File: src/rtl/senone_normaliser_pkg.sv
// Shared score type, saturation limits and the 17-to-16 bit saturating narrow
// used by the senone normaliser.
package senone_normaliser_pkg;

    typedef logic signed [15:0] num;

    localparam num NUM_MIN = 16'sh8000;
    localparam num NUM_MAX = 16'sh7FFF;

    // Clamp a 17-bit signed difference into the 16-bit score range.
    function automatic num sat16(input logic signed [16:0] d);
        if (d < 17'sh1_8000) begin
            return NUM_MIN;
        end
        if (d > 17'sh0_7FFF) begin
            return NUM_MAX;
        end
        return num'(d[15:0]);
    endfunction

endpackage

File: src/rtl/senone_normaliser_score_rd_pipe.sv
// Two-stage delay line that carries read address and flags alongside the
// score RAM latency. Stage 1 lines up with ram_rd_data; stage 2 lines up with
// the registered score/write outputs of the top.
// Ports: in_* (read issued this cycle), s1_valid/s1_pass2 (data present on
// the RAM read port), strobe/last_strobe (pass-1 max-unit strobes),
// wr_en/wr_last/out_addr (pass-2 write-back control).
module score_rd_pipe #(
    parameter int unsigned ADDR_W = 10
) (
    input  logic              clk,
    input  logic              reset,
    input  logic              in_valid,
    input  logic [ADDR_W-1:0] in_addr,
    input  logic              in_last,
    input  logic              in_pass2,
    output logic              s1_valid,
    output logic              s1_pass2,
    output logic              strobe,
    output logic              last_strobe,
    output logic              wr_en,
    output logic              wr_last,
    output logic [ADDR_W-1:0] out_addr
);

    logic [ADDR_W-1:0] s1_addr;
    logic              s1_last;

    // Stage 1: read accepted by the RAM, data valid this cycle.
    always_ff @(posedge clk or posedge reset) begin
        if (reset) begin
            s1_valid <= 1'b0;
            s1_addr  <= '0;
            s1_last  <= 1'b0;
            s1_pass2 <= 1'b0;
        end else begin
            s1_valid <= in_valid;
            s1_addr  <= in_addr;
            s1_last  <= in_valid & in_last;
            s1_pass2 <= in_pass2;
        end
    end

    // Stage 2: split into pass-1 strobes and pass-2 write controls.
    always_ff @(posedge clk or posedge reset) begin
        if (reset) begin
            strobe      <= 1'b0;
            last_strobe <= 1'b0;
            wr_en       <= 1'b0;
            wr_last     <= 1'b0;
            out_addr    <= '0;
        end else begin
            strobe      <= s1_valid & ~s1_pass2;
            last_strobe <= s1_valid & s1_last & ~s1_pass2;
            wr_en       <= s1_valid & s1_pass2;
            wr_last     <= s1_valid & s1_last & s1_pass2;
            out_addr    <= s1_addr;
        end
    end

endmodule

File: src/rtl/senone_normaliser.sv
// Frame sequencer: pass 1 streams every score to the max unit, then waits for
// its result; pass 2 rewrites each score in place as sat16(score - best).
// Ports: start/n_senones (frame request), ram_rd_*/ram_wr_* (dual-port score
// RAM), score_out/new_senone/last_senone (to max unit), best_score/max_done
// (from max unit), busy/done (status).
module senone_normaliser
    import senone_normaliser_pkg::*;
#(
    parameter int unsigned ADDR_W = 10
) (
    input  logic              clk,
    input  logic              reset,
    input  logic              start,
    input  logic [ADDR_W:0]   n_senones,
    output logic              ram_rd_en,
    output logic [ADDR_W-1:0] ram_rd_addr,
    input  num                ram_rd_data,
    output logic              ram_wr_en,
    output logic [ADDR_W-1:0] ram_wr_addr,
    output num                ram_wr_data,
    output num                score_out,
    output logic              new_senone,
    output logic              last_senone,
    input  num                best_score,
    input  logic              max_done,
    output logic              busy,
    output logic              done
);

    localparam int unsigned CW = ADDR_W + 1;

    typedef enum logic [2:0] {IDLE, PASS1, WAIT, PASS2, FLUSH, DONE} state_t;

    state_t          state, state_nx;
    logic [CW-1:0]   cnt, cnt_nx;
    logic [CW-1:0]   n_q, n_nx;
    num              best_q, best_nx;
    logic            rd_en_nx;
    logic            rd_last, rd_last_nx;
    logic            rd_pass2, rd_pass2_nx;
    logic            busy_nx, done_nx;
    logic            s1_valid, s1_pass2, wr_last;
    logic signed [16:0] diff_c;

    // Counter is one bit wider than the address so a full frame never wraps.
    assign ram_rd_addr = cnt[ADDR_W-1:0];

    score_rd_pipe #(.ADDR_W(ADDR_W)) u_pipe (
        .clk         (clk),
        .reset       (reset),
        .in_valid    (ram_rd_en),
        .in_addr     (ram_rd_addr),
        .in_last     (rd_last),
        .in_pass2    (rd_pass2),
        .s1_valid    (s1_valid),
        .s1_pass2    (s1_pass2),
        .strobe      (new_senone),
        .last_strobe (last_senone),
        .wr_en       (ram_wr_en),
        .wr_last     (wr_last),
        .out_addr    (ram_wr_addr)
    );

    // State and control registers.
    always_ff @(posedge clk or posedge reset) begin
        if (reset) begin
            state     <= IDLE;
            cnt       <= '0;
            n_q       <= '0;
            best_q    <= '0;
            ram_rd_en <= 1'b0;
            rd_last   <= 1'b0;
            rd_pass2  <= 1'b0;
            busy      <= 1'b0;
            done      <= 1'b0;
        end else begin
            state     <= state_nx;
            cnt       <= cnt_nx;
            n_q       <= n_nx;
            best_q    <= best_nx;
            ram_rd_en <= rd_en_nx;
            rd_last   <= rd_last_nx;
            rd_pass2  <= rd_pass2_nx;
            busy      <= busy_nx;
            done      <= done_nx;
        end
    end

    // Next-state and next-control logic.
    always_comb begin
        state_nx    = state;
        cnt_nx      = cnt;
        n_nx        = n_q;
        best_nx     = best_q;
        rd_en_nx    = 1'b0;
        rd_last_nx  = 1'b0;
        rd_pass2_nx = rd_pass2;

        case (state)
            IDLE: begin
                if (start) begin
                    n_nx   = n_senones;
                    cnt_nx = '0;
                    if (n_senones == '0) begin
                        state_nx = DONE;
                    end else begin
                        state_nx    = PASS1;
                        rd_en_nx    = 1'b1;
                        rd_last_nx  = (n_senones == CW'(1));
                        rd_pass2_nx = 1'b0;
                    end
                end
            end
            PASS1, PASS2: begin
                // One read per cycle until the flagged last address.
                if (ram_rd_en && !rd_last) begin
                    rd_en_nx   = 1'b1;
                    cnt_nx     = cnt + CW'(1);
                    rd_last_nx = (cnt + CW'(2) == n_q);
                end
                if (state == PASS1 && last_senone) begin
                    state_nx = WAIT;
                end
                if (state == PASS2 && ram_rd_en && rd_last) begin
                    state_nx = FLUSH;
                end
            end
            WAIT: begin
                if (max_done) begin
                    best_nx     = best_score;
                    state_nx    = PASS2;
                    cnt_nx      = '0;
                    rd_en_nx    = 1'b1;
                    rd_last_nx  = (n_q == CW'(1));
                    rd_pass2_nx = 1'b1;
                end
            end
            FLUSH: begin
                if (wr_last) begin
                    state_nx = DONE;
                end
            end
            DONE: begin
                state_nx = IDLE;
            end
            default: begin
                state_nx = IDLE;
            end
        endcase

        busy_nx = (state_nx == PASS1) || (state_nx == WAIT) ||
                  (state_nx == PASS2) || (state_nx == FLUSH);
        done_nx = (state_nx == DONE);
    end

    always_comb begin
        diff_c = $signed({ram_rd_data[15], ram_rd_data}) - $signed({best_q[15], best_q});
    end

    // Register RAM data onto the max-unit bus (pass 1) or the write port (pass 2).
    always_ff @(posedge clk or posedge reset) begin
        if (reset) begin
            score_out   <= '0;
            ram_wr_data <= '0;
        end else if (s1_valid) begin
            if (s1_pass2) begin
                ram_wr_data <= sat16(diff_c);
            end else begin
                score_out <= ram_rd_data;
            end
        end
    end

endmodule

File: config.mk
export PLATFORM = sky130hd
export DESIGN_NAME = senone_normaliser
export DESIGN_NICKNAME = d
export VERILOG_FILES = /design/src/rtl/senone_normaliser_pkg.sv /design/src/rtl/senone_normaliser_score_rd_pipe.sv /design/src/rtl/senone_normaliser.sv
export SDC_FILE = /design/constraint.sdc
export NUM_CORES = 1
export LEC_CHECK = 0
export ABC_AREA = 1
export CAP_MARGIN = 20
export CORE_ASPECT_RATIO = 0.7
export CORE_MARGIN = 2
export CORE_UTILIZATION = 52
export DETAILED_ROUTE_END_ITERATION = 8
export GPL_TIMING_DRIVEN = 0
export PLACE_DENSITY = 0.77
export SYNTH_ARGS = -nofsm -noshare
export SYNTH_HDL_FRONTEND = slang
export SYNTH_SLANG_ARGS = --single-unit
File: constraint.sdc
create_clock -name clk -period 4.6 [get_ports clk]
set_input_delay 0.92 -clock clk [delete_from_list [all_inputs] [get_ports clk]]
set_output_delay 0.92 -clock clk [all_outputs]
set_load 0.01 [all_outputs]
==> results of run 1 <==
==> cell usage after synthesis, types with 3 or more instances <==
master | number | area (µm²)
nand3b_1 | 3 | 22.5
nand2_2 | 10 | 62.6
o31ai_1 | 5 | 37.5
buf_4 | 10 | 75.1
dfrtp_1 | 105 | 2630
xnor2_1 | 10 | 87.6
nor2_1 | 37 | 139
buf_6 | 4 | 45.0
nand4_1 | 7 | 43.8
o21ai_0 | 38 | 190
nor3_1 | 6 | 30.0
ha_1 | 18 | 225
a21oi_2 | 3 | 26.3
a21oi_1 | 14 | 70.1
clkbuf_1 | 5 | 18.8
inv_1 | 85 | 319
nand2_1 | 249 | 935
nand3_1 | 24 | 120
xor2_1 | 17 | 149
==> metal layers <==
layer	routed length, µm	part of all wire	track usage	vias to the layer above
li1	-	-	-	2308
met1	6470	0.49	0.368	2136
met4	182	0.014	0.0737	0
met2	5550	0.42	0.358	197
met5	0	0	0	-
met3	991	0.075	0.0455	20
==> state kept, by name (all words and copies together), names as in the netlist, 3 cells and up <==
name and count:
best_q 16, cnt 11, n_q 11, ram_wr_data 16, score_out 16, state 3, u_pipe.out_addr 10, u_pipe.s1_addr 10
==> path summary, 6_finish.rpt <==
path / start / end / slack [ns]
hold reg to reg: u_pipe.s1_addr[3] / u_pipe.out_addr[3] / 0.35
hold / removal: u_pipe.s1_addr[3] / u_pipe.out_addr[3] / 0.35
setup reg to reg: best_q[0] / ram_wr_data[2] / 2.26
setup / recovery: ram_rd_data[0] / ram_wr_data[2] / 1.54
max in group asynchronous: reset / n_q[1] / 2.90
min in group asynchronous: reset / ram_wr_data[15] / 1.01
==> placed cells by master (no fill, tap or decap), types with 2 or more instances in the layout <==
cell / instances
nand2_1: 249
dfrtp_1: 105
clkdlybuf4s50_1: 104
inv_1: 84
o21ai_0: 38
nor2_1: 37
nand3_1: 24
ha_1: 18
xor2_1: 17
a21oi_1: 14
nand2_2: 10
xnor2_1: 10
buf_4: 10
clkbuf_16: 9
nand4_1: 7
nor3_1: 6
clkbuf_1: 5
o31ai_1: 5
buf_6: 4
nand3b_1: 3
a21oi_2: 3
clkinv_4: 3
o21bai_1: 2
buf_2: 2
==> power breakdown <==
part | switching (mW) | internal (mW)
logic | 1.30 | 1.07
clock network | 0.350 | 0.428
registers | 0.249 | 1.30
total | 1.90 | 2.80
==> logic make-up after synthesis <==
logic type,share of synthesized area
compound gates,0.0722
xor+xnor,0.0439
fa+ha+maj,0.0455
buf+inv,0.0892
flops,0.488
simple gates,0.261
==> metrics by stage <==
stage                     TNS [ns]  instance area, µm²  cells
final                            0                6930    923
after global routing             0                6930    923
after CTS                        0                6930    923
after detailed placement         0                6620    907
after global placement      -48.77                6590    906
after floorplan                  0                5390    670
==> critical path, stage by stage <==
cell             delay, ns
clkdlybuf4s50_1       0.46
inv_1                 0.05
ha_1                  0.23
fa_1                  0.42
inv_1                 0.07
nand2_1               0.05
nand2_1               0.13
nand3_1               0.10
nand2_2               0.12
nand2_2               0.08
nand3_1               0.09
nand2_2               0.08
a21oi_4               0.25
buf_6                 0.18
nand2_1               0.06
nand2_1               0.06
==> final cells by class <==
type | count | area, µm²
Fill cell | 822 | 3270
Clock inverter | 7 | 80.1
Inverter | 87 | 329
Sequential cell | 105 | 2630
Multi-Input combinational cell | 456 | 2280
Buffer | 22 | 154
Timing Repair Buffer | 105 | 1070
Tap cell | 132 | 165
Clock buffer | 9 | 225
==> summary.txt, run 1 <==
Outcome
  • Status: finished clean

Clock tree
  • CTS H-tree depth: 3
  • Clk_lat worst skew: 0.35 ns
  • Clock transition at path regs: 0.07 ns
  • Post-cts sizing count: 0
  • CTS Buf Count: 9
  • Clock buffer depth: 2
  • CTS tree: done
  • Hold_buf cts: 0
  • Clk sink count: 105
  • Setup repair bufs after CTS: 0
  • Clk root buf: clkbuf_16

Min path
  • HP Class: reg2reg
  • Hold Path Stages: 0

Global route
  • Largest net degree at the start of global routing: 61
  • Antenna violations before repair: 0
  • GRT Total Usage: 0.243
  • Grt ovf: 0
  • Vias in the first global route: 4302
  • Global-route wire length before repair: 21.2 mm

STA
  • Fin. Hold Viols: 0
  • RSZ-0062 raised after global routing: false
  • Worst-Margin Slew: 0.593 ns
  • Final Skew: 0.00720 ns
  • Min Tclk post-route: 3.06 ns
  • Worst relative slew slack: 0.604
  • Fin worst setup slack: 1.54 ns
  • # setup viols final: 0
  • Max-slew violations: 0
  • Tcrit/Tclk final: 0.664
  • Max Clk Rate: 327 MHz
  • Worst hold slack: 0.350 ns

Setup path
  • WP data arrival: 3.35 ns
  • Maximum fanout along the worst path: 10
  • R2r worst-path depth: 14
  • Critical path launch point type: input pin
  • Worst EP required: 4.89 ns
  • Crit path kind: in2reg
  • Worst setup EP type: register

Synth
  • Number of flops mapped to enable cells by yosys: 0
  • Synth Register Bits: 105
  • Yosys warning count: 0
  • Post-Syn Area per Cell: 8.04 µm²
  • Mapped Cells: 670
  • Async set or reset register ratio after synthesis: 1.00
  • Syn_nets: 736
  • Synth unique cells: 37
  • Sequential cell area fraction in the yosys report: 0.488
  • Mapped Area: 5390 µm²
  • Top FF cell, synth: dfrtp_1

Routing
  • Number of nets with antenna violations after routing: 0
  • Vias: 4661
  • WL/cell: 14.3 µm
  • 1st-iter DRT viols: 218
  • WL final: 13.2 mm
  • First-pass detailed-route iteration total: 5
  • Routed vias/inst: 5.05
  • Residual DRC: 0

Final layout
  • Area Overhead vs Synth: 28.6%
  • N_diodes: 0
  • Share of layout cells above drive strength 1: 0.0683
  • Fin nets: 852
  • Fin util: 0.679

Floorplanning
  • Ports: 105
  • Die ar.: 11200 µm²
  • Die width: 126 µm
  • Initial core utilization: 0.528
  • Core ar.: 10200 µm²
  • Die height: 89.2 µm
  • # rows: 31

Flow run
  • MaxCap Viol Count: 0

Pwr
  • Max IR drop VDD: 0.272 mV
  • Total power draw: 4.71 mW
  • Leak: 3.53 nW
  • Total power per unit cell area: 680 nW/µm²

Placement
  • I/O Buffers: 104
  • GP Congestion: 0.928
  • DP Worst Slack: 1.19 ns
  • Final HPWL DP: 10.3 mm
(Power assumes the default switching activity.)
==> run 2, diff against run 1 <==
==> constraint.sdc (replaced) <==
create_clock -name clk -period 2.88 [get_ports clk]
set_input_delay 0.576 -clock clk [delete_from_list [all_inputs] [get_ports clk]]
set_output_delay 0.576 -clock clk [all_outputs]
set_load 0.01 [all_outputs]
==> summary.txt, run 2 (synthesized netlist as in run 1, its figures left out) <==
Global route
  • Antenna violations before repair: 0
  • Vias in the first global route: 4341
  • Grt ovf: 0
  • Global-route wire length before repair: 21.7 mm
  • Largest net degree at the start of global routing: 40
  • GRT Total Usage: 0.248

Routing
  • Routed vias/inst: 5.04
  • Residual DRC: 0
  • Number of nets with antenna violations after routing: 0
  • WL/cell: 14.3 µm
  • First-pass detailed-route iteration total: 5
  • Vias: 4654
  • 1st-iter DRT viols: 242
  • WL final: 13.2 mm

Floorplanning
  • # rows: 31
  • Core ar.: 10200 µm²
  • Die height: 89.2 µm
  • Ports: 105
  • Initial core utilization: 0.528
  • Die width: 126 µm
  • Die ar.: 11200 µm²

Clock tree
  • Post-cts sizing count: 0
  • Clk root buf: clkbuf_16
  • CTS tree: done
  • Setup repair bufs after CTS: 0
  • Clk sink count: 105
  • Clock buffer depth: 2
  • Clk_lat worst skew: 0.35 ns
  • CTS Buf Count: 9
  • Clock transition at path regs: 0.07 ns
  • Hold_buf cts: 0
  • CTS H-tree depth: 3

Setup path
  • Reg2reg setup slack: 0.54 ns
  • R2r endpoint: ram_wr_data[9]
  • Critical path launch point type: input pin
  • Maximum fanout along the worst path: 10
  • Worst setup EP type: register
  • Reg-to-reg startpoint: best_q[0]
  • Crit path to: ram_wr_data[9]
  • Critical path origin: ram_rd_data[0]
  • Worst EP required: 3.17 ns
  • WP data arrival: 2.97 ns
  • R2r worst-path depth: 14
  • Crit path kind: in2reg

STA
  • Worst hold slack: 0.350 ns
  • Worst relative slew slack: 0.458
  • Tcrit/Tclk final: 0.931
  • # setup viols final: 0
  • Min Tclk post-route: 2.68 ns
  • Final Skew: 0.00888 ns
  • Max-slew violations: 0
  • RSZ-0062 raised after global routing: false
  • Max Clk Rate: 373 MHz
  • Worst-Margin Slew: 0.811 ns
  • Fin. Hold Viols: 0

Final layout
  • Area of the multi-input gates: 2280 µm²
  • Share of layout cells above drive strength 1: 0.0694
  • Reg area: 2630 µm²
  • Most common cell after layout, fill and taps aside: nand2_1
  • Fin util: 0.683
  • Area Overhead vs Synth: 29.3%
  • Largest registers: best_q: 16 flops, ram_wr_data: 16 flops, score_out: 16 flops
  • Commonest cells after routing, fill and taps aside: nand2_1 (249), dfrtp_1 (105), clkdlybuf4s50_1 (104)
  • Fin nets: 853
  • Fillers: 810
  • N_diodes: 0

Placement
  • Final HPWL DP: 10.4 mm
  • GP Congestion: 0.913
  • I/O Buffers: 104

Min path
  • Hold Path Stages: 0
  • HP Class: reg2reg

Pwr
  • Leak: 3.55 nW
  • Max IR drop VDD: 0.513 mV
  • Total power per unit cell area: 1100 nW/µm²

Flow run
  • MaxCap Viol Count: 0

Outcome
  • Status: finished clean
-- run 2: layout make-up --
class | instances | share of cell area
well taps | 132 | 0.0237
inverters | 87 | 0.0474
flip-flops and latches | 105 | 0.377
multi-input cells | 456 | 0.327
repair buffers | 106 | 0.155
clock inverters | 7 | 0.0147
clock buffers | 9 | 0.0323
plain buffers | 22 | 0.0221
-- run 2: power by group --
| part | leakage [nW] | internal, mW | switching (mW) | total, mW |
|---|---|---|---|---|
| clock | 0.162 | 0.773 | 0.576 | 1.35 |
| sequential | 1.31 | 2.08 | 0.397 | 2.48 |
| combinational | 2.07 | 1.72 | 2.09 | 3.81 |
| total | 3.55 | 4.57 | 3.07 | 7.64 |
-- run 2: routing by layer --
layer	vias to the layer above	share of wire	routed length, µm	track usage
li1	2311	-	-	-
met1	2163	0.50	6560	0.365
met2	168	0.43	5680	0.375
met3	12	0.067	881	0.0551
met4	0	0.0085	113	0.0677
met5	-	0	0	0
-- run 2: per-stage QoR --
step	setup TNS, ns	power (mW)	cell area (µm²)	worst slack (ns)	cells
2_1_floorplan	0	4.82	5390	0.625	670
3_3_place_gp	-0.913	6.12	6600	-0.0797	906
3_5_place_dp	-1.84	6.27	6640	-0.146	908
4_1_cts	0	7.65	6960	0.208	924
5_1_grt	0	8.23	6960	0.0443	924
6_report	0	7.64	6960	0.198	924
-- run 2: how the worst min path moves through the flow --
stage / endpoint / slack (ns) / start
after detailed placement: u_pipe.out_addr[0] / 0.34 / u_pipe.s1_addr[0]
after global placement: u_pipe.out_addr[5] / 0.33 / u_pipe.s1_addr[5]
final: u_pipe.out_addr[3] / 0.35 / u_pipe.s1_addr[3]
after floorplan: u_pipe.out_addr[0] / 0.33 / u_pipe.s1_addr[0]
after global routing: u_pipe.out_addr[7] / 0.36 / u_pipe.s1_addr[7]
after CTS: u_pipe.out_addr[0] / 0.35 / u_pipe.s1_addr[0]
-- run 2: critical path, cell delays in order --
cell,delay [ns]
clkdlybuf4s50_1,0.45
inv_1,0.05
ha_1,0.22
fa_1,0.41
inv_1,0.08
nand2_1,0.05
nand2_1,0.14
nand3_1,0.11
nand2_2,0.11
nand2_2,0.08
nand3_1,0.09
nand2_2,0.08
a21oi_4,0.23
buf_6,0.17
nand2_1,0.06
nand2_1,0.05
==> run 3, diff against run 2 <==
--- a/config.mk
+++ b/config.mk
@@ -6,7 +6,6 @@
 export NUM_CORES = 1
 export LEC_CHECK = 0
 export ABC_AREA = 1
-export CAP_MARGIN = 20
 export CORE_ASPECT_RATIO = 0.7
 export CORE_MARGIN = 2
 export CORE_UTILIZATION = 52
==> summary.txt, run 3 (synthesized netlist as in run 1, its figures left out) <==
Outcome
  • Status: finished clean

Global route
  • Antenna violations before repair: 0
  • Grt ovf: 0
  • Largest net degree at the start of global routing: 40
  • Vias in the first global route: 4341
  • GRT Total Usage: 0.248
  • Global-route wire length before repair: 21.7 mm

STA
  • RSZ-0062 raised after global routing: false
  • Tcrit/Tclk final: 0.931
  • Worst hold slack: 0.350 ns
  • Max-slew violations: 0
  • Setup TNS: 0 ns
  • # setup viols final: 0
  • Min Tclk post-route: 2.68 ns
  • Fin worst setup slack: 0.198 ns
  • Worst-Margin Slew: 0.811 ns
  • Worst relative slew slack: 0.458
  • Max Clk Rate: 373 MHz
  • Final Skew: 0.00888 ns
  • Fin. Hold Viols: 0

Setup path
  • Critical path launch point type: input pin
  • Worst path slowest cell: clkdlybuf4s50_1
  • Crit path largest cell delay: 0.45 ns
  • Crit path top cell by count: nand2_1
  • CP bufs+invs: 4
  • CP delay by family, top: simple AND/OR/NAND/NOR gates
  • Worst setup EP type: register
  • Maximum fanout along the worst path: 10
  • Worst EP required: 3.17 ns
  • Cell Chain, Critical Path: clkdlybuf4s50_1 -> inv_1 -> ha_1 -> fa_1 -> inv_1 -> nand2_1 -> nand2_1 -> nand3_1 -> nand2_2 -> nand2_2 -> nand3_1 -> nand2_2 -> a21oi_4 -> buf_6 -> nand2_1 -> nand2_1
  • Crit path kind: in2reg
  • WP data arrival: 2.97 ns

Placement
  • Final HPWL DP: 10.4 mm
  • GP Congestion: 0.913
  • DP Worst Slack: -0.146 ns
  • I/O Buffers: 104

Clock tree
  • Setup repair bufs after CTS: 0
  • Hold_buf cts: 0
  • CTS H-tree depth: 3
  • Clk sink count: 105
  • Clk root buf: clkbuf_16
  • Post-cts sizing count: 0
  • Clock transition at path regs: 0.07 ns
  • Clock buffer depth: 2
  • CTS Buf Count: 9
  • Clk_lat worst skew: 0.35 ns
  • CTS tree: done

Final layout
  • Area Overhead vs Synth: 29.3%
  • Commonest cells after routing, fill and taps aside: nand2_1 (249), dfrtp_1 (105), clkdlybuf4s50_1 (104)
  • Share of layout cells above drive strength 1: 0.0694
  • Most common cell after layout, fill and taps aside: nand2_1
  • Fillers: 810
  • Fin nets: 853
  • Fin util: 0.683
  • Largest registers: best_q: 16 flops, ram_wr_data: 16 flops, score_out: 16 flops
  • N_diodes: 0

Pwr
  • Net Sw Frac: 0.401
  • Seq pwr share: 0.324
  • Psw: 3.07 mW
  • Clock power frac: 0.177
  • Gate power share: 0.499
  • Power Internal: 4.57 mW
  • Max IR drop VDD: 0.513 mV
  • Leak: 3.55 nW
  • Total power draw: 7.64 mW
  • Total power per unit cell area: 1100 nW/µm²

Floorplanning
  • Die height: 89.2 µm
  • Die ar.: 11200 µm²
  • Core ar.: 10200 µm²
  • Die width: 126 µm
  • # rows: 31
  • Ports: 105
  • Initial core utilization: 0.528

Flow run
  • MaxCap Viol Count: 0

Routing
  • WL/cell: 14.3 µm
  • 1st-iter DRT viols: 242
  • Residual DRC: 0
  • WL final: 13.2 mm
  • Number of nets with antenna violations after routing: 0
  • Vias: 4654
  • Routed vias/inst: 5.04
  • First-pass detailed-route iteration total: 5

Min path
  • HP Class: reg2reg
-- run 3: power by group through the flow --
stage | Sequential (mW) | Combinational, mW | Clock, mW
after global placement | 2.47 | 3.65 | 0
after floorplan | 2.54 | 2.28 | 0
after global routing | 2.56 | 4.25 | 1.43
after CTS | 2.48 | 3.80 | 1.37
after detailed placement | 2.50 | 3.77 | 0
final | 2.48 | 3.81 | 1.35
-- run 3: final cells by class --
cell class                      instances  area [µm²]  area share
Timing Repair Buffer                  106        1080       0.155
Multi-Input combinational cell        456        2280       0.327
Inverter                               87         330      0.0474
Tap cell                              132         165      0.0237
Sequential cell                       105        2630       0.377
Clock inverter                          7         103      0.0147
Clock buffer                            9         225      0.0323
Buffer                                 22         154      0.0221
-- run 3: per-stage QoR --
stage	std cells	cell area (µm²)
floorplan	670	5390
global placement	906	6600
detailed placement	908	6640
CTS	924	6960
global route	924	6960
finish	924	6960
-- run 3: worst paths after layout --
| kind | start | endpoint | slack (ns) | depth (start not counted) |
|---|---|---|---|---|
| worst min-delay path | u_pipe.s1_addr[3] | u_pipe.out_addr[3] | 0.35 | 0 |
| worst max register to register | best_q[0] | ram_wr_data[9] | 0.54 | 14 |
| min in group asynchronous | reset | busy | 0.72 | 2 |
| max in group asynchronous | reset | ram_wr_data[8] | 1.51 | 3 |
| worst min register to register | u_pipe.s1_addr[3] | u_pipe.out_addr[3] | 0.35 | 0 |
| worst max-delay path | ram_rd_data[0] | ram_wr_data[9] | 0.20 | 16 |
-- run 3: metal layers --
| layer | wire length, µm | GRT usage |
|---|---|---|
| met3 | 881 | 0.0551 |
| met1 | 6560 | 0.365 |
| met2 | 5680 | 0.375 |
| met5 | 0 | 0 |
| met4 | 113 | 0.0677 |
==> variant 1: new RTL, config.mk and constraints of run 2 <==
Register the output `ram_wr_addr`, without a reset; this adds one clock of latency there. The other outputs are not delayed to match.
--- a/src/rtl/senone_normaliser.sv
+++ b/src/rtl/senone_normaliser.sv
@@ -31,6 +31,8 @@
 
     typedef enum logic [2:0] {IDLE, PASS1, WAIT, PASS2, FLUSH, DONE} state_t;
 
+    logic [ADDR_W-1:0] ram_wr_addr_d;
+
     state_t          state, state_nx;
     logic [CW-1:0]   cnt, cnt_nx;
     logic [CW-1:0]   n_q, n_nx;
@@ -58,7 +60,7 @@
         .last_strobe (last_senone),
         .wr_en       (ram_wr_en),
         .wr_last     (wr_last),
-        .out_addr    (ram_wr_addr)
+        .out_addr    (ram_wr_addr_d)
     );
 
     // State and control registers.
@@ -171,5 +173,9 @@
         end
     end
 
+    always_ff @(posedge clk) begin
+        ram_wr_addr <= ram_wr_addr_d;
+    end
+
 endmodule
 
Function: changed (a bounded check fails within 10 cycles, from zero or initial values and one cycle with reset high).
==> variant 1 against run 2 <==
Fmax grew 5.8%; total power grew 12%; final area grew 8.5%; area after synthesis grew 6.0%; worst setup slack better by 0.15 ns; sequential cell count is 10 higher; sequential share of layout area decreased by 0.29 points; die area up 5.8%; non-clock buffer count fell by 3; register-to-register slack better by 0.13 ns; utilization rose by 3.6 points; cell count increased by 4.5%; wire length up 8.6%; critical endpoint is now ram_wr_data[5].
==> variant 1: results (changes against run 2) <==
DR WL/cell: 14.9 um (+3.9%)
Met2 Resource Use GR: 34.7% (-2.8 points)
Via count: 4,825 (+3.7%)
Min Hold Slack: 0.340 ns (-0.0102 ns)
Internal power: 0.00522 W (+14%)
Met3 Use GR: 5.54% (+0.037 points)
Diode count: 0 (unchanged)
CTS Buf Count: 17 (+8)
Worst-Margin Slew: 0.927 ns (+0.116 ns)
HP Start: u_pipe.out_addr[2]
Skew-Pair Late Insertion Delay: 0.41 ns (+0.06 ns)
Layout cell share with drive strength beyond 1: 13.4% (+6.5 points)
Fill cells: 804 (-0.74%)
Ys flop type: dfrtp_1
Worst r2r path cells: 15 (+1)
CTS H-tree lvls: 4 (+1)
Status: complete, no violations
Top cells by area, synth: dfrtp_1, nand2_1, inv_1
Largest net degree at the start of global routing: 45 (+13%)
Synth cell types: 38 (+2.7%)
Initial antenna violation count: 0 (unchanged)
First-pass GRT wire length: 23.3 mm (+7.3%)
Drt pass-1 iters: 4 (-1)
Vias in the first global route: 4,584 (+5.6%)
Hold Path End: ram_wr_addr[2]
Post-synthesis sequential area ratio: 49.5% (+0.73 points)
Most frequent cells after synthesis: nand2_1, dfrtp_1, inv_1
GR Util All Layers: 25.7% (+0.93 points)
Routability Congestion: 0.887 (-2.8%)
Final Skew: 0.00578 ns (-0.00310 ns)
Worst reg2reg setup slack: 0.67 ns (+0.13 ns)
Peak supply drop: 0.000601 V (+17%)
R2R Path End: ram_wr_data[5]
Clock tree buffer depth: 2 (unchanged)
Post-layout nets: 871 (+2.1%)
Post-Place Worst Slack: -0.0540 ns (+0.0920 ns)
Post-synth ARST share: 91.3% (-8.7 points)
Area of placed instances: 6990 sq um (+5.3%)
Drt initial violations: 317 (+31%)
Met1 usage: 40.9% (+4.4 points)
Post-DP HPWL: 11.0 mm (+5.5%)
Critical path arrival: 2.83 ns (-0.14 ns)
Clock-pin slew on the worst setup and hold paths: 0.05 ns (-0.02 ns)
## variant 1: cell count changes in the layout (fill, tap and decap cells not counted), moves of 6 or more
cell,before,now
nand2_2,10,43
nand2_1,249,218
dfxtp_1,0,10
clkbuf_16,9,17
clkinvlp_4,1,7
xor2_1,17,11
## variant 1: area by class of cell
| cell class | instances | area, sq um | share of cell area, % |
|---|---|---|---|
| Sequential cell | 115 | 2830 | 37.4 |
| Multi-Input combinational cell | 458 | 2400 | 31.8 |
| Timing Repair Buffer | 106 | 1090 | 14.4 |
| Clock buffer | 20 | 457 | 6.05 |
| Inverter | 88 | 334 | 4.42 |
| Tap cell | 148 | 185 | 2.45 |
| Buffer | 19 | 150 | 1.99 |
| Clock inverter | 12 | 108 | 1.42 |
## variant 1: how the worst max path moves through the flow
stage / end / slack [ns] / cells after the start
after floorplan: ram_wr_data[0] / 0.62 / 16
after global placement: ram_wr_data[4] / -0.03 / 17
after detailed placement: ram_wr_data[4] / -0.05 / 17
after CTS: ram_wr_data[5] / 0.36 / 17
after global routing: ram_wr_data[5] / 0.24 / 17
final: ram_wr_data[5] / 0.34 / 17
## variant 1: power groups by stage
stage          clock network [W]  logic, W  registers (W)
3_3_place_gp                   0   0.00386        0.00258
2_1_floorplan                  0   0.00250        0.00264
5_1_grt                  0.00208   0.00440        0.00265
6_report                 0.00198   0.00399        0.00259
4_1_cts                  0.00200   0.00399        0.00259
3_5_place_dp                   0   0.00396        0.00261
## variant 1: cells by family after synthesis
group / Yosys count / share of synthesized area (%)
flops: 115 / 49.5
simple gates: 354 / 27.7
xor+xnor: 26 / 4.23
buf+inv: 107 / 8.41
compound gates: 59 / 5.83
fa+ha+maj: 19 / 4.29
## variant 1: metal layers
metal  wire length, um  up-vias  share of wire [%]
met5                 0        -                  0
met4               208        0                1.4
met3               989       24                6.9
met2              5940      177                 41
met1              7240     2269                 50
li1                  -     2355                  -
## variant 1: per-stage QoR
step | utilization (%) | instances | power, W
after floorplan | - | 680 | 0.00514
after global placement | 66.0 | 932 | 0.00643
after detailed placement | 66.5 | 934 | 0.00657
after CTS | 71.9 | 966 | 0.00859
after global routing | 71.9 | 966 | 0.00914
final | 71.9 | 966 | 0.00857
## variant 1: worst max-delay path: stages
cell	delay [ns]
clkdlybuf4s50_1	0.50
inv_1	0.07
ha_1	0.23
fa_1	0.40
inv_1	0.07
nand2_1	0.04
nand2_1	0.09
nand3_2	0.07
nand2_2	0.10
nand2_2	0.06
nand3_1	0.12
nand2_4	0.08
nand2_4	0.11
buf_12	0.14
nand2_2	0.05
nand2_2	0.07
nand2_2	0.04
==> variant 2: new RTL, flow settings as in run 2 <==
Without the edit above. `ADDR_W` is set to 10 in 2 places; all go to 9.
--- a/src/rtl/senone_normaliser_score_rd_pipe.sv
+++ b/src/rtl/senone_normaliser_score_rd_pipe.sv
@@ -5,7 +5,7 @@
 // the RAM read port), strobe/last_strobe (pass-1 max-unit strobes),
 // wr_en/wr_last/out_addr (pass-2 write-back control).
 module score_rd_pipe #(
-    parameter int unsigned ADDR_W = 10
+    parameter int unsigned ADDR_W = 9
 ) (
     input  logic              clk,
     input  logic              reset,
--- a/src/rtl/senone_normaliser.sv
+++ b/src/rtl/senone_normaliser.sv
@@ -6,7 +6,7 @@
 module senone_normaliser
     import senone_normaliser_pkg::*;
 #(
-    parameter int unsigned ADDR_W = 10
+    parameter int unsigned ADDR_W = 9
 ) (
     input  logic              clk,
     input  logic              reset,
Ports: changed (resized n_senones, ram_rd_addr and ram_wr_addr); port bits go from 105 to 102. No check against the original RTL was run, so the function may have changed too.
==> variant 2 against run 2 <==
Total power is 4.1% lower; count of clock-buffer cells in the layout up 1; final area fell by 4.2%; fmax grew 0.33%; utilization increased by 0.62 points; cell count is 4.5% lower; non-clock buffer count shrank 4; area after synthesis fell by 4.2%; register-to-register slack gained 0.03 ns; sequential cell count shrank 4; critical path depth unchanged; wire length decreased by 2.8%; worst setup slack improved by 0.0087 ns; sequential power fell by 4%; critical path type unchanged.
==> variant 2: results (changes against run 2) <==
Post-CTS Resized: 0 (unchanged)
GR Util All Layers: 26.0% (+1.2 points)
Post-Synth XOR/XNOR Area: 4.75% (+0.36 points)
Post-route insts no fill: 882 (-4.5%)
First-pass GRT wire length: 21.1 mm (-2.7%)
Drt pass-1 iters: 6 (+1)
Min Hold Slack: 0.348 ns (-0.00175 ns)
Complex-gate fraction of the synthesized area: 7.44% (+0.22 points)
Worst reg2reg setup slack: 0.57 ns (+0.03 ns)
Largest net degree at the start of global routing: 44 (+10%)
Final wirelength: 12.9 mm (-2.8%)
Most frequent cells after synthesis: nand2_1, dfrtp_1, inv_1
Via count: 4,374 (-6.0%)
Final Skew: 0.00949 ns (+0.000606 ns)
Slew headroom: 58.0% (+12 points)
Clk power: 0.00119 W (-12%)
Met2 wire length: 5.17 mm (-9.0%)
HP Start: u_pipe.s1_addr[8]
Post-Place Worst Slack: -0.137 ns (+0.00903 ns)
DP Cell Count: 866 (-4.6%)
Pleak: 3.34 nW (-5.8%)
R2R Path End: ram_wr_data[8]
Peak supply drop: 0.000546 V (+6.4%)
Critical path's top delay family: buffers and inverters
Hold Path End: u_pipe.out_addr[8]
Minimum clock period: 2.67 ns (-0.00873 ns)
Post-layout nets: 814 (-4.6%)
CP max stage delay: 0.48 ns (+0.03 ns)
Syn avg cell area: 8.13 sq um (+1.1%)
Drt initial violations: 277 (+14%)
Status: complete, no violations
Setup CP Type: in -> reg
Metal3 WL: 866 um (-1.7%)
Critical path arrival: 2.96 ns (about the same)
Top cells by area, synth: dfrtp_1, nand2_1, inv_1
Net Switching: 0.00307 W (+0.13%)
Syn nets: 700 (-4.9%)
Layout cell share with drive strength beyond 1: 6.63% (-0.31 points)
Postcts setup bufs: 0 (unchanged)
Seq power: 0.00238 W (-4%)
Post-synthesis mux area share: 0.436% (+0.44 points)
Synth cell types: 33 (-11%)
Routability Congestion: 0.906 (-0.73%)
Post-DP HPWL: 10.1 mm (-3.3%)
Area of placed instances: 6370 sq um (-3.9%)
Adder-Cell Fraction of Synth Area: 4.75% (+0.20 points)
IO buf count: 101 (-2.9%)
Vias in the first global route: 4,101 (-5.5%)
CTS H-tree lvls: 3 (unchanged)
Switching Fraction: 41.9% (+1.8 points)
Post-synthesis sequential area ratio: 49.0% (+0.20 points)
Wl on met1: 6.72 mm (+2.5%)
==> variant 2: cell count changes in the layout (fill, tap and decap cells not counted), moves of 3 or more <==
cell / before / now
dfrtp_1: 105 / 101
clkdlybuf4s50_1: 104 / 101
nand2_1: 249 / 233
xnor2_1: 10 / 16
nor2_1: 37 / 31
nand3_1: 24 / 20
nor3_1: 6 / 9
xor2_1: 17 / 12
==> variant 2: final cells by class <==
cell class                      instances  area [sq um]
Buffer                                 21           144
Clock buffer                           10           239
Clock inverter                          6          57.6
Fill cell                             825          3010
Inverter                               86           327
Multi-Input combinational cell        427          2170
Sequential cell                       101          2530
Tap cell                              128           160
Timing Repair Buffer                  103          1050
==> variant 2: routing by layer <==
| layer | global-route usage [%] | vias up |
|---|---|---|
| met4 | 6.71 | 0 |
| met2 | 34.9 | 152 |
| met1 | 41.9 | 2030 |
| met3 | 5.37 | 7 |
| li1 | - | 2185 |
| met5 | 0 | - |
